--- config.mk ---
export PLATFORM = sky130hd
export DESIGN_NAME = uart_rx
export DESIGN_NICKNAME = d
export VERILOG_FILES = /design/src/rtl/uart_rx.sv
export SDC_FILE = /design/constraint.sdc
export NUM_CORES = 1
export LEC_CHECK = 0
export ABC_AREA = 0
export ABC_CLOCK_PERIOD_IN_PS = 2100
export CAP_MARGIN = 20
export CORE_MARGIN = 3
export CORE_UTILIZATION = 57
export DETAILED_ROUTE_END_ITERATION = 10
export GPL_TIMING_DRIVEN = 0
export HOLD_SLACK_MARGIN = 0.12
export PLACE_DENSITY = 0.84
export SYNTH_ARGS = -nofsm -noshare
export SYNTH_HDL_FRONTEND = slang
export SYNTH_SLANG_ARGS = --single-unit
export TNS_END_PERCENT = 1
--- constraint.sdc ---
create_clock -name clk_i -period 2.1 [get_ports clk_i]
set_input_delay 0.315 -clock clk_i [delete_from_list [all_inputs] [get_ports clk_i]]
set_output_delay 0.315 -clock clk_i [all_outputs]
set_load 0.01 [all_outputs]
--- src/rtl/uart_rx.sv ---
// uart_rx: 8N1 UART receiver, LSB first, with a valid/ready byte output.
// The serial input is double-flopped. The start bit is qualified at half a bit.
// Each data bit and the stop bit are sampled at the centre of their bit period.
// Framing and overrun conditions are reported as single-cycle pulses.
// Optional even-parity checking is enabled by defining UART_RX_PARITY_EN.
// That option adds a PARITY state and a parity_err_o output port.
module uart_rx #(
  parameter int BIT_RATE = 9600,
  parameter int CLK_HZ   = 100_000_000
) (
  input  logic       clk_i,
  input  logic       nreset_i,
  input  logic       rx_i,
  output logic [7:0] rx_data_o,
  output logic       valid,
  input  logic       ready,
  output logic       frame_err_o,
  output logic       overrun_o
`ifdef UART_RX_PARITY_EN
  ,
  output logic       parity_err_o
`endif
);

  localparam int CLKS_PER_BIT = CLK_HZ / BIT_RATE;
  localparam int HALF_BIT     = CLKS_PER_BIT / 2;
  localparam int CNT_W        = (CLKS_PER_BIT > 1) ? $clog2(CLKS_PER_BIT) : 1;

  localparam logic [CNT_W-1:0] HALF_LAST = CNT_W'(HALF_BIT - 1);
  localparam logic [CNT_W-1:0] BIT_LAST  = CNT_W'(CLKS_PER_BIT - 1);

  typedef enum logic [2:0] {
    S_IDLE,
    S_START,
    S_DATA,
    S_PARITY,
    S_STOP,
    S_BREAK
  } state_e;

  state_e           state_q, state_d;
  logic             sync1_q, sync1_d;
  logic             rx_s_q, rx_s_d;
  logic [CNT_W-1:0] cnt_q, cnt_d;
  logic [2:0]       bit_idx_q, bit_idx_d;
  logic [7:0]       shift_q, shift_d;
  logic [7:0]       data_q, data_d;
  logic             valid_q, valid_d;
  logic             ferr_q, ferr_d;
  logic             ovr_q, ovr_d;
  logic             tick;
`ifdef UART_RX_PARITY_EN
  logic             par_bad_q, par_bad_d;
  logic             perr_q, perr_d;
`endif

  // Bit-period tick: half a bit while qualifying the start bit, a full bit otherwise.
  always_comb begin
    tick = (state_q == S_START) ? (cnt_q == HALF_LAST) : (cnt_q == BIT_LAST);
  end

  // Next-state logic for the synchronizer, the receive FSM and the output handshake.
  always_comb begin
    // NOTE: every _d gets a default first, so no path can leave one unassigned and infer a latch.
    sync1_d   = rx_i;
    rx_s_d    = sync1_q;
    state_d   = state_q;
    cnt_d     = cnt_q + CNT_W'(1);
    bit_idx_d = bit_idx_q;
    shift_d   = shift_q;
    data_d    = data_q;
    valid_d   = valid_q;
    ferr_d    = 1'b0;
    ovr_d     = 1'b0;
`ifdef UART_RX_PARITY_EN
    par_bad_d = par_bad_q;
    perr_d    = 1'b0;
`endif

    // The consumer takes the held byte. A load on the same cycle overrides this below.
    if (valid_q && ready) valid_d = 1'b0;

    case (state_q)
      S_IDLE: begin
        cnt_d = '0;
        if (!rx_s_q) state_d = S_START;
      end

      S_START: begin
        if (tick) begin
          cnt_d = '0;
          if (rx_s_q) begin
            state_d = S_IDLE;               // line back high at mid start bit: glitch
          end else begin
            state_d   = S_DATA;
            bit_idx_d = 3'd0;
          end
        end
      end

      S_DATA: begin
        if (tick) begin
          cnt_d              = '0;
          shift_d[bit_idx_q] = rx_s_q;
          if (bit_idx_q == 3'd7) begin
`ifdef UART_RX_PARITY_EN
            state_d = S_PARITY;
`else
            state_d = S_STOP;
`endif
          end else begin
            bit_idx_d = bit_idx_q + 3'd1;
          end
        end
      end

`ifdef UART_RX_PARITY_EN
      S_PARITY: begin
        if (tick) begin
          cnt_d     = '0;
          par_bad_d = ^{shift_q, rx_s_q};   // even parity: total ones must be even
          state_d   = S_STOP;
        end
      end
`endif

      S_STOP: begin
        if (tick) begin
          cnt_d = '0;
          if (rx_s_q) begin
            state_d = S_IDLE;
`ifdef UART_RX_PARITY_EN
            if (par_bad_q) begin
              perr_d = 1'b1;
            end else
`endif
            if (!valid_q || ready) begin
              data_d  = shift_q;
              valid_d = 1'b1;
            end else begin
              ovr_d = 1'b1;                 // previous byte still unconsumed: drop new one
            end
          end else begin
            ferr_d  = 1'b1;
            state_d = S_BREAK;
          end
        end
      end

      S_BREAK: begin
        cnt_d = '0;
        if (rx_s_q) state_d = S_IDLE;
      end

      default: begin
        cnt_d   = '0;
        state_d = S_IDLE;
      end
    endcase
  end

  // Registered state, with a synchronous active-low reset.
  always_ff @(posedge clk_i) begin
    // NOTE: sequential state uses non-blocking assignments so every flop sees pre-edge values.
    if (!nreset_i) begin
      sync1_q   <= 1'b1;                    // idle-high so reset never looks like a start bit
      rx_s_q    <= 1'b1;
      state_q   <= S_IDLE;
      cnt_q     <= '0;
      bit_idx_q <= 3'd0;
      shift_q   <= 8'h00;
      data_q    <= 8'h00;
      valid_q   <= 1'b0;
      ferr_q    <= 1'b0;
      ovr_q     <= 1'b0;
`ifdef UART_RX_PARITY_EN
      par_bad_q <= 1'b0;
      perr_q    <= 1'b0;
`endif
    end else begin
      sync1_q   <= sync1_d;
      rx_s_q    <= rx_s_d;
      state_q   <= state_d;
      cnt_q     <= cnt_d;
      bit_idx_q <= bit_idx_d;
      shift_q   <= shift_d;
      data_q    <= data_d;
      valid_q   <= valid_d;
      ferr_q    <= ferr_d;
      ovr_q     <= ovr_d;
`ifdef UART_RX_PARITY_EN
      par_bad_q <= par_bad_d;
      perr_q    <= perr_d;
`endif
    end
  end

  assign rx_data_o   = data_q;
  assign valid       = valid_q;
  assign frame_err_o = ferr_q;
  assign overrun_o   = ovr_q;
`ifdef UART_RX_PARITY_EN
  assign parity_err_o = perr_q;
`endif

endmodule
==> results_dict.tcl <==
set metrics [dict create \
    top_layer "met4" \
    tightest_slew_ns 0.491 \
    post_cts_buffers 0 \
    max_slew_margin_pct 67.1 \
    hold-worst-slack_ns 0.303 \
    fin_util_pct 73.0 \
    dieWidth_um 65.0 \
    dieHeight_um 65.0 \
    root_buffer "clkbuf_4" \
    mappedNetlistArea_mm2 0.00198 \
    grt_usage_pct 20.8 \
    finClkSkew_ns 0.0109 \
    drive_gt1_share_pct 11.3 \
    synth_cell_types 41 \
    dp_hpwl_um 2720 \
    grt_pass1_vias 1499 \
    hold_class "in2reg" \
    grt_antenna_before_repair 0 \
    grt_first_pass_wirelength_um 6830 \
    drv_slew 0 \
    hold_end "rx_s_d" \
    routed_via_density 5.84 \
    startpoint_type "flip-flop" \
    placementRows 20 \
    vdd_drop_max_mv 0.458 \
    ioPinCount 15 \
    cts_num_sinks 41 \
    status "complete, no violations" \
    met1_length_um 1880 \
    core_mm2 0.00318 \
    nFillCells 242 \
    place_congestion 0.839 \
    ant_nets 0 \
    io_buffers 13 \
    hold_viol_final 0 \
    num_vias 1659 \
    drt_iter0_markers 127 \
    final_cells 284 \
    synth-seq-area-share_pct 41.4 \
    met2_length_um 1780 \
    crit_type "reg2reg" \
    dr_wl_met3_um 159 \
    syn_nets 226 \
    r2r_slack_ns 0.09 \
    cts_tree "built" \
    num_antenna_cells 0 \
    ys_warn_count 0 \
    finalCritPeriodShare_pct 95.9 \
    rr_worst_depth 5 \
    grt-ovfl-total 0 \
    ctsHoldBuffers 0 \
    drc 0 \
    dp_cells 276 \
    ys_ff_latch 41 \
    cp-end-kind "flip-flop" \
    critPathMaxFanout 10 \
    final_cell_mix "dfxtp_1, nand2_1, mux2i_1, nor3_1, clkdlybuf4s50_1" \
    post-route-min-period_ns 2.01 \
    whs_path_depth 2 \
    worstSkewPairLatency_ns 0.35 \
    worstPathArrival_ns 2.30 \
    powerDensity_mw_per_mm2 584 \
    initial_core_util_pct 62.4 \
    p_leak_nw 0.748 \
    grt_max_degree 13 \
    cap_violations 0 \
    r2r_start "state_q[2]" \
    htreeDepth 2 \
    postSynthCellCount 219 \
    hp-start "nreset_i" \
    first_pass_iters 4 \
    die-area_mm2 0.00422 \
    timing.critical_path.required_ns 2.38 \
    rr_endpoint "shift_q[2]" \
    rsz0062_at_grt "false" \
    cts_buffer_depth 2 \
    clk_pin_slew_ns 0.11 \
    area_growth_syn_to_layout_pct 17.0 \
    cts_buffers 5 \
    wl_per_cell_um 13.7 \
    max_freq_ghz 0.497 \
    wl_um 3890 \
    final_common_cell "dfxtp_1" \
    setup_violations 0 \
    fin_nets 246 \
    syn-mean-instance-area_um2 9.06 \
]
==> report_power, final <==
group          leakage [nW]  switching [mW]  internal, mW
combinational         0.372          0.0242        0.0114
clock                0.0455           0.251         0.284
sequential            0.331         0.00276         0.781
==> layer usage <==
layer,global-route usage [%],vias up
met1,28.4,784
li1,-,834
met4,9.23,0
met5,0,-
met3,4.85,9
met2,30.9,32
==> what timing repair did <==
| action | CTS | global route |
|---|---|---|
| pin swaps | 0 | 1 |
| endpoints found under the setup margin | 9 | 29 |
| hold endpoints to repair | 0 | 0 |
| gates resized for setup | 1 | 16 |
==> critical path, cell delays in order (launching register included) <==
cell and delay, ns:
dfxtp_1 0.31, buf_4 0.16, or3b_1 0.45, or4b_1 0.54, a211oi_2 0.27, mux2i_1 0.22
==> synthesized netlist by cell type <==
cell	n	area [µm²]
a2111o_1	1	11.3
a2111oi_0	1	8.76
a2111oi_2	1	15.0
a211o_1	2	17.5
a211oi_1	12	90.1
a21o_1	1	7.51
a21oi_1	2	10.0
a21oi_2	1	8.76
and2_1	1	6.26
and3b_1	1	8.76
buf_2	3	15.0
buf_4	2	15.0
buf_6	2	22.5
clkbuf_1	8	30.0
dfxtp_1	41	821
ha_1	3	37.5
inv_1	5	18.8
mux2i_1	16	160
nand2_1	31	116
nand2b_1	4	25.0
nand3_1	12	60.1
nand3b_1	1	7.51
nand4_1	2	12.5
nand4b_1	5	43.8
nor2_1	8	30.0
nor2b_1	3	18.8
nor3_1	16	80.1
nor3b_1	3	22.5
nor3b_2	1	12.5
nor4_1	5	31.3
nor4bb_1	1	10.0
o211ai_1	1	7.51
o21ai_0	1	5.00
o2bb2ai_1	1	8.76
o32ai_1	3	26.3
or3b_1	1	8.76
or4_1	1	7.51
or4_4	1	11.3
or4b_1	2	20.0
xnor2_1	9	78.8
xor2_1	4	35.0
==> kinds of logic (layout without fill, tap and decap cells) <==
kind of cell | after synthesis | in the layout | synth area share, %
AND/OR/NAND/NOR | 99 | 99 | 26.9
flip-flops | 41 | 41 | 41.4
AO/OA/AOI/OAI | 27 | 27 | 10.9
buffers and inverters | 20 | 41 | 5.11
multiplexers | 16 | 16 | 8.08
XOR/XNOR | 13 | 13 | 5.74
adder cells (fa/ha/maj) | 3 | 3 | 1.89
==> flip-flops by register name, indices dropped and copies added, names as in the netlist <==
register / flops
shift_q: 8
bit_idx_q: 3
rx_data_o: 8
rx_s_d: 1
valid: 1
overrun_o: 1
frame_err_o: 1
state_q: 3
cnt_q: 14
rx_s_q: 1
==> layout make-up <==
| class | instances | area [µm²] | area share, % |
|---|---|---|---|
| buffer | 15 | 88.8 | 3.83 |
| clock buffer | 7 | 55.1 | 2.37 |
| clock inverter | 1 | 30.0 | 1.29 |
| inverter | 5 | 18.8 | 0.809 |
| multi-input combinational | 158 | 1120 | 48.4 |
| sequential | 41 | 821 | 35.4 |
| tap | 44 | 55.1 | 2.37 |
| timing repair buffer | 13 | 130 | 5.61 |
==> worst max-delay path by stage <==
stage          startpoint            to  slack, ns  cells after the start
2_1_floorplan    cnt_q[3]  bit_idx_q[0]       0.23                      6
3_3_place_gp     cnt_q[7]    shift_q[7]      -0.07                      5
3_5_place_dp     cnt_q[7]    shift_q[7]      -0.10                      5
4_1_cts          cnt_q[7]    shift_q[7]      -0.07                      5
5_1_grt        state_q[2]    shift_q[1]      0.001                      5
6_report       state_q[2]    shift_q[2]       0.09                      5
==> through the flow <==
step / total power, mW / TNS, ns / area, µm² / setup WS [ns]
floorplan: 0.823 / 0 / 1980 / 0.227
global placement: 0.835 / -0.0702 / 2170 / -0.0702
detailed placement: 0.836 / -0.266 / 2170 / -0.103
CTS: 1.36 / -0.552 / 2250 / -0.0734
global route: 1.40 / 0 / 2320 / 0.00148
finish: 1.35 / 0 / 2320 / 0.0870
Power figures use the tool's default switching activity.
